**src/rtl/ysyx_22050039_idu.sv**
```systemverilog
// Instruction decode/issue stage: decodes the RV64I subset, checks RAW hazards against a busy
// scoreboard, and issues a registered operand bundle to EXU over a valid/ready handshake.
`ifndef ysyx_22050039_FUNC_LEN
`define ysyx_22050039_FUNC_LEN 8
`endif
`ifndef ysyx_22050039_Addi
`define ysyx_22050039_Addi   1
`define ysyx_22050039_Jalr   2
`define ysyx_22050039_Sd     3
`define ysyx_22050039_Auipc  4
`define ysyx_22050039_Lui    5
`define ysyx_22050039_Jal    6
`define ysyx_22050039_Ebreak 7
`endif

module ysyx_22050039_idu #(
    parameter int XLEN     = 64,
    parameter int FUNC_LEN = `ysyx_22050039_FUNC_LEN
) (
    input  logic                clk,
    input  logic                rst,
    input  logic                inst_valid,
    output logic                inst_ready,
    input  logic [31:0]         inst,
    input  logic [XLEN-1:0]     inst_pc,
    output logic [4:0]          rs1_addr,
    output logic [4:0]          rs2_addr,
    input  logic [XLEN-1:0]     rs1_data,
    input  logic [XLEN-1:0]     rs2_data,
    output logic                ex_valid,
    input  logic                ex_ready,
    output logic [FUNC_LEN-1:0] func,
    output logic [XLEN-1:0]     src1,
    output logic [XLEN-1:0]     src2,
    output logic [XLEN-1:0]     pc,
    output logic [XLEN-1:0]     sdata,
    output logic [4:0]          rd,
    output logic                wen,
    input  logic                wb_valid,
    input  logic [4:0]          wb_rd,
    input  logic                redirect,
    output logic                invalid,
    output logic                halted
);

    localparam logic [FUNC_LEN-1:0] FuncAddi   = FUNC_LEN'(`ysyx_22050039_Addi);
    localparam logic [FUNC_LEN-1:0] FuncJalr   = FUNC_LEN'(`ysyx_22050039_Jalr);
    localparam logic [FUNC_LEN-1:0] FuncSd     = FUNC_LEN'(`ysyx_22050039_Sd);
    localparam logic [FUNC_LEN-1:0] FuncAuipc  = FUNC_LEN'(`ysyx_22050039_Auipc);
    localparam logic [FUNC_LEN-1:0] FuncLui    = FUNC_LEN'(`ysyx_22050039_Lui);
    localparam logic [FUNC_LEN-1:0] FuncJal    = FUNC_LEN'(`ysyx_22050039_Jal);
    localparam logic [FUNC_LEN-1:0] FuncEbreak = FUNC_LEN'(`ysyx_22050039_Ebreak);
    localparam logic [FUNC_LEN-1:0] FuncInv    = '1;

    typedef enum logic [1:0] {StRun, StWaitJmp, StHalt} state_e;

    state_e state_q;
    logic [31:0] busy_q, busy_d;

    logic [XLEN-1:0] imm_i, imm_s, imm_u, imm_j;
    logic [FUNC_LEN-1:0] d_func;
    logic [XLEN-1:0] d_src1, d_src2, d_sdata;
    logic d_wen_raw, d_wen, use_rs1, use_rs2, is_jump, is_stop, is_inv;
    logic [4:0] d_rd;
    logic hazard, accept;

    assign rs1_addr = inst[19:15];
    assign rs2_addr = inst[24:20];

    assign imm_i = {{(XLEN-12){inst[31]}}, inst[31:20]};
    assign imm_s = {{(XLEN-12){inst[31]}}, inst[31:25], inst[11:7]};
    assign imm_u = {{(XLEN-32){inst[31]}}, inst[31:12], 12'b0};
    assign imm_j = {{(XLEN-21){inst[31]}}, inst[31], inst[19:12], inst[20], inst[30:21], 1'b0};

    always_comb begin
        d_func    = FuncInv;
        d_src1    = '0;
        d_src2    = '0;
        d_sdata   = '0;
        d_wen_raw = 1'b0;
        use_rs1   = 1'b0;
        use_rs2   = 1'b0;
        is_jump   = 1'b0;
        is_inv    = 1'b1;
        if (inst == 32'h0010_0073) begin
            d_func = FuncEbreak;
            is_inv = 1'b0;
        end else begin
            case (inst[6:0])
                7'b0010011: if (inst[14:12] == 3'b000) begin
                    d_func = FuncAddi; d_src1 = rs1_data; d_src2 = imm_i;
                    d_wen_raw = 1'b1; use_rs1 = 1'b1; is_inv = 1'b0;
                end
                7'b1100111: if (inst[14:12] == 3'b000) begin
                    d_func = FuncJalr; d_src1 = rs1_data; d_src2 = imm_i;
                    d_wen_raw = 1'b1; use_rs1 = 1'b1; is_jump = 1'b1; is_inv = 1'b0;
                end
                7'b0100011: if (inst[14:12] == 3'b011) begin
                    d_func = FuncSd; d_src1 = rs1_data; d_src2 = imm_s; d_sdata = rs2_data;
                    use_rs1 = 1'b1; use_rs2 = 1'b1; is_inv = 1'b0;
                end
                7'b0010111: begin
                    d_func = FuncAuipc; d_src1 = imm_u; d_wen_raw = 1'b1; is_inv = 1'b0;
                end
                7'b0110111: begin
                    d_func = FuncLui; d_src1 = imm_u; d_wen_raw = 1'b1; is_inv = 1'b0;
                end
                7'b1101111: begin
                    d_func = FuncJal; d_src1 = imm_j; d_wen_raw = 1'b1;
                    is_jump = 1'b1; is_inv = 1'b0;
                end
                default: ;
            endcase
        end
    end

    assign is_stop = is_inv || (d_func == FuncEbreak);
    assign d_wen   = d_wen_raw && (inst[11:7] != 5'd0);
    assign d_rd    = d_wen ? inst[11:7] : 5'd0;

    // Busy bits reflect the registered scoreboard only; a same-cycle writeback does not bypass.
    assign hazard = (use_rs1 && busy_q[inst[19:15]]) || (use_rs2 && busy_q[inst[24:20]]);
    assign inst_ready = (state_q == StRun) && (!ex_valid || ex_ready) && !hazard;
    assign accept = inst_valid && inst_ready;
    assign halted = (state_q == StHalt);

    always_comb begin
        busy_d = busy_q;
        if (wb_valid) busy_d[wb_rd] = 1'b0;
        if (accept && d_wen) busy_d[inst[11:7]] = 1'b1;
        busy_d[0] = 1'b0;
    end

    always_ff @(posedge clk or posedge rst) begin
        if (rst) begin
            busy_q <= '0;
        end else begin
            busy_q <= busy_d;
        end
    end

    always_ff @(posedge clk or posedge rst) begin
        if (rst) begin
            state_q <= StRun;
        end else begin
            case (state_q)
                StRun: begin
                    if (accept && is_stop) state_q <= StHalt;
                    else if (accept && is_jump) state_q <= StWaitJmp;
                end
                StWaitJmp: if (redirect) state_q <= StRun;
                default: state_q <= StHalt;
            endcase
        end
    end

    always_ff @(posedge clk or posedge rst) begin
        if (rst) begin
            ex_valid <= 1'b0;
            func     <= '0;
            src1     <= '0;
            src2     <= '0;
            pc       <= '0;
            sdata    <= '0;
            rd       <= '0;
            wen      <= 1'b0;
            invalid  <= 1'b0;
        end else begin
            invalid <= accept && is_inv;
            if (accept) begin
                ex_valid <= 1'b1;
                func     <= d_func;
                src1     <= d_src1;
                src2     <= d_src2;
                pc       <= inst_pc;
                sdata    <= d_sdata;
                rd       <= d_rd;
                wen      <= d_wen;
            end else if (ex_ready) begin
                ex_valid <= 1'b0;
            end
        end
    end

endmodule
```
**config.mk**
```make
export PLATFORM = sky130hd
export DESIGN_NAME = ysyx_22050039_idu
export DESIGN_NICKNAME = d
export VERILOG_FILES = /design/src/rtl/ysyx_22050039_idu.sv
export SDC_FILE = /design/constraint.sdc
export NUM_CORES = 1
export LEC_CHECK = 0
export ABC_AREA = 1
export BUFFER_PORTS_ARGS = -buffer_cell sky130_fd_sc_hd__buf_2
export CORE_AREA = 3 3 203 205
export CTS_CLUSTER_DIAMETER = 40
export DETAILED_ROUTE_END_ITERATION = 10
export DIE_AREA = 0 0 206 208
export HOLD_SLACK_MARGIN = 0.1
export SLEW_MARGIN = 20
export SYNTH_ARGS = -nofsm -noshare
export SYNTH_HDL_FRONTEND = slang
export SYNTH_SLANG_ARGS = --single-unit
```
**constraint.sdc**
```tcl
create_clock -name clk -period 7.3 [get_ports clk]
set_input_delay 0.73 -clock clk [delete_from_list [all_inputs] [get_ports clk]]
set_output_delay 0.73 -clock clk [all_outputs]
set_load 0.05 [all_outputs]
```
Word level (Yosys, flattened, before mapping)
Index checks and enable logic that the tools add are counted. Widths: inputs -> output; s select.

$lt $le $gt $ge: 6. Eq/ne operators: 13. Muxes and demuxes: 47. Bitwise logic cells: 3. Reduce and logical (&&, ||, !) cells: 25.

Operators with widths (count): $mux 64 (9); $pmux 64 s4 (1); $pmux 64 s2 (1); $mux 32 (2); $pmux 8 s6 (1); $and 32x32->32 (1); $eq 32x21->1 const B (1); $mux 8 (4); $not 32->32 (1); $or 32x32->32 (1); $lt 5x6->1 const B (4); $mux 1 (16); $eq 7x5->1 const B (2); $eq 7x6->1 const B (2); $eq 7x7->1 const B (2); $logic_and 1x1->1 (12); $bmux 1 s5 (2); $demux 1 s5 (2); $ge 5x1->1 const B (2); $eq 8x3->1 const B (1); $mux 2 (3); $pmux 1 s2 (3); $mux 5 (1); $reduce_bool 5->1 (1); other kinds (15) (19).

Bits in registers: 305. Bits of input ports: 235. Output and inout port bits: 284. Word-level logic and storage cells: 105.

Logic depth before layout (Yosys ltp)
Depth after elaboration: 13. Mapped depth: 17.

Least setup slack after synthesis
OpenSTA, ideal clock, no wires.

Kind: input to output. Start point: input port inst[15]. End point: output port inst_ready. Arrival: 2.020 ns. Required time: 6.570 ns. Setup slack: 4.550 ns. Stages on the path: 13. Path buffers: 3. Path through: buf_4 inv_2 buf_4 nand2_1 nand2_1 nand2_1 nand3_1 nand3_1 nand3_1 nand3_1 nand2_2 nor2_4 buf_2.

Cells in the longest elaborated chain, start to end: 6.

RTL lines: start: declaration (RTL line 24) `input logic [31:0] inst,`; $bmux 1 s5 or $eq 32x21->1 (tied branches) (RTL line 122, 85); $mux 1, on equally long branches (RTL line 122, 85); $logic_and 1x1->1 (RTL line 122) `assign hazard = (use_rs1 && busy_q[inst[19:15]]) || (use_rs2 && busy_q[inst[24:20]]);`; $logic_or 1x1->1 * (RTL line 122); $logic_not 1->1 * (RTL line 123) `assign inst_ready = (state_q == StRun) && (!ex_valid || ex_ready) && !hazard;`; $logic_and 1x1->1 * (RTL line 123); end: declaration (RTL line 23) `output logic inst_ready,`.

Mark *: on every way between the ends. The rest lies on a longest branch, timed or not. The select of a mux whose other input is x is not followed.

Worst setup path in the final report
Start point: input port inst[3]. End point: register sdata[9].

Cells in the longest elaborated chain, start to end: 9.

RTL lines: $eq 7x7->1 or $eq 7x5->1 (tied branches) (RTL line 89) `case (inst[6:0])`; $reduce_or 2->1 (no source line); $pmux 1 s2 (RTL line 89); $mux 1 (RTL line 85) `if (inst == 32'h0010_0073) begin`; $logic_and 1x1->1 (RTL line 122); $logic_or 1x1->1 (RTL line 122); $logic_not 1->1 (RTL line 123); $logic_and 1x1->1 (RTL line 123); $logic_and 1x1->1 (RTL line 124) `assign accept = inst_valid && inst_ready;`; end signal: assignment (RTL line 176) `sdata <= d_sdata;`; end: declaration (RTL line 36) `output logic [XLEN-1:0] sdata,`.

Parallel ways exist; a longest one is shown, timed or not. A chain may end at the register's enable or synchronous reset.

==> results.sh <==
export IMPL_status="completed"
export IMPL_pwr_share_comb_pct=7.9
export IMPL_die_y_um=208
export IMPL_endpoint_kind="flip-flop"
export IMPL_finalHoldViolCount=0
export IMPL_grt_max_degree=151
export IMPL_yosys_area_top_type="dfrtp_1"
export IMPL_grt_overflow=0
export IMPL_post_cts_resized=0
export IMPL_clk_latency_ns=0.54
export IMPL_drt_wirelength_per_cell_um=17.74
export IMPL_yosysMostFrequentCell="nand2_1"
export IMPL_fin_tns_setup_ns=0
export IMPL_syn_nets=1813
export IMPL_yosysSeqAreaShare_pct=50.16
export IMPL_die_area_um2=42850
export IMPL_power_switching_mw=0.9520
export IMPL_area_delta_synth_final_pct=30.22
export IMPL_drt_iter0_markers=1145
export IMPL_hp_class="primary input to asynchronous set/reset pin"
export IMPL_vias=12510
export IMPL_cts_sinks=249
export IMPL_dp_cells=2456
export IMPL_antenna_found_initial=1
export IMPL_tightest_slew_ns=1.028
export IMPL_avgViaCountPerCell=4.935
export IMPL_layout_cells_non_filler=2535
export IMPL_synth_edff_count=0
export IMPL_power_switching_share_pct=25.32
export IMPL_path_clk_slew_ns=0.05
export IMPL_insertedDiodeCount=0
export IMPL_ir_worst_vdd_mv=0.1263
export IMPL_portBuffers=518
export IMPL_yosysWarnings=0
export IMPL_wl_met1_mm=18.55
export IMPL_grt_pass1_wl_mm=68.57
export IMPL_finalWirelength_mm=44.98
export IMPL_period_needed_ns=4.329
export IMPL_cts_tree="built"
export IMPL_powerDensity_nw_per_um2=232.4
export IMPL_yosysTopAreaCellShare_pct=50.16
export IMPL_grt_pass1_vias=11980
export IMPL_die_w_um=206
export IMPL_pwr_share_seq_pct=37.4
export IMPL_synth_cell_type_count=30
export IMPL_hpwl_mm=31.49
export IMPL_track_usage_pct=20.13
export IMPL_cts_root_buf="clkbuf_16"
export IMPL_crit_required_ns=7.77
export IMPL_initial_utilization_pct=31.34
export IMPL_slew_viol_final=0
export IMPL_async_reset_ff_share_pct=100.0
export IMPL_synthFlopType="dfrtp_1"
export IMPL_ios=519
export IMPL_clockBufferDepth=3
export IMPL_postRouteAntennaNets=0
export IMPL_synth_area_leaders="dfrtp_1 50%, nand2_1 20%, nand3_1 8.3%"
export IMPL_core_area_um2=39640
export IMPL_p_leak_nw=9.652
export IMPL_ys_ff_latch=249
export IMPL_setup_viol=0
export IMPL_syn_area_per_cell_um2=7.872
export IMPL_dr_max_layer_used="met5"
export IMPL_gp_congestion=0.9131
export IMPL_synth_top_cells_by_count="652 x nand2_1, 249 x dfrtp_1, 206 x nand3_1, 114 x nand4_1, 85 x buf_4"
export IMPL_cp_start_kind="primary input"
export IMPL_cts_setup_buffers=0
export IMPL_h_tree_depth=2
export IMPL_crit_type="primary input to flip-flop"
export IMPL_slew_headroom_pct=31.46
export IMPL_period_share_pct=59.31
export IMPL_crit_arrival_ns=4.80
export IMPL_p_clk_share_pct=54.7
export IMPL_drc=0
export IMPL_drv_cap=0
export IMPL_finClkSkew_ns=0.01893
export IMPL_met3_length_mm=4.331
export IMPL_rsz0062_at_grt="no"
export IMPL_crit_fanout=145
export IMPL_drive_gt1_share_pct=30.70
export IMPL_ctsHoldBuffers=0
export IMPL_syn_area_um2=12420
export IMPL_synth_cells=1578
export IMPL_p_int_mw=2.807
export IMPL_drt_pass1_iter_count=5
export IMPL_wl_met2_mm=20.84
export IMPL_fmax_ghz=0.2310
export IMPL_row_count=73
export IMPL_fin_nets=2212
export IMPL_cts_buffers_inserted=44
## routing by layer
metal	up-vias	track usage (%)
li1	5936	-
met1	5871	26.54
met2	609	32.21
met3	93	5.179
met4	2	6.765
met5	-	0
## power by group through the flow
stage | logic (mW) | clock network, mW | registers [mW]
2_1_floorplan | 0.113 | 0 | 1.49
3_3_place_gp | 0.297 | 0 | 1.43
3_5_place_dp | 0.298 | 0 | 1.43
4_1_cts | 0.299 | 2.11 | 1.41
5_1_grt | 0.321 | 2.17 | 1.41
6_report | 0.297 | 2.06 | 1.41
## through the flow
stage               instance area [µm²]  utilization, %  hold WS (ns)  power (mW)  setup WS, ns
floorplan                         12430               -        0.4660       1.601         3.296
global placement                  14690           37.06        0.4477       1.727         2.471
detailed placement                14690           37.06        0.4527       1.729         2.390
CTS                               16170           40.80        0.3326       3.813         2.964
global route                      16180           40.81        0.3892       3.900         2.582
finish                            16180           40.81        0.3398       3.760         2.971
## logic make-up (layout without fill, tap and decap cells)
group / Yosys count / in the layout / share of synthesized area, %
AOI/OAI and AO/OA: 75 / 75 / 3.404
buffers and inverters: 220 / 652 / 10.33
DFF: 249 / 249 / 50.16
and+or+nand+nor: 1034 / 1034 / 36.10
## cells in the final DEF (no fill, tap or decap)
cell type,netlist,routed
nand2_2,3,4
inv_2,3,3
buf_4,85,9
nor4_1,1,1
nor3_1,4,4
nand2_1,652,651
inv_8,0,3
clkbuf_8,0,6
nor3_2,2,2
bufinv_16,0,4
buf_12,0,2
nand2_4,2,1
o21ai_1,1,1
o211ai_1,11,11
inv_1,40,39
nand2_8,0,1
inv_4,1,1
o21a_1,1,1
nand3b_1,1,1
nand3_1,206,206
buf_2,31,517
o21ai_0,53,53
nor2_4,1,2
o22ai_1,5,5
a22o_1,1,1
clkbuf_1,41,7
nand4_1,114,114
clkinv_4,0,4
nor2_1,46,45
o2111ai_1,2,2
clkinv_2,0,6
inv_6,0,3
or2_2,1,1
clkbuf_16,0,45
clkinvlp_4,0,3
nor3b_1,1,1
a21oi_1,1,1
dfrtp_1,249,249
## flip-flops by register name (all words and copies together) (netlist names)
signal    count
src2         12
busy_q       31
rd            5
sdata        64
wen           1
invalid       1
pc           64
func          4
state_q       2
src1         64
ex_valid      1
## critical path, stage by stage
cell and delay, ns:
buf_2 0.12, nor3_2 0.35, nand3_1 0.24, nor2_4 0.12, buf_4 0.55, inv_2 0.17, nand2_4 0.60, nand3_1 0.19
nand2_2 0.12, nor2_4 0.06, nand2_8 0.57, buf_4 0.54, nand2_1 0.11, nand2_1 0.09
## layout make-up
cell class              instances  area [µm²]
fillers                      4158       23470
flip-flops and latches        249        6231
multi-input cells            1109        4926
repair buffers                529        2709
clock buffers                  57        1221
well taps                     525       656.9
clock inverters                22       260.3
inverters                      44       171.4
## path summary, 6_finish.rpt
| check | slack [ns] | from | end | depth (start not counted) |
|---|---|---|---|---|
| hold reg to reg | 0.46 | wen | wen | 2 |
| hold / removal | 0.34 | rst | src1[25] | 2 |
| setup reg to reg | 4.39 | busy_q[29] | sdata[9] | 13 |
| min in group clk | 0.40 | ex_ready | ex_valid | 2 |
| setup / recovery | 2.97 | inst[3] | sdata[9] | 14 |
| max in group asynchronous | 5.59 | rst | src1[43] | 3 |
(Power assumes the default switching activity.)
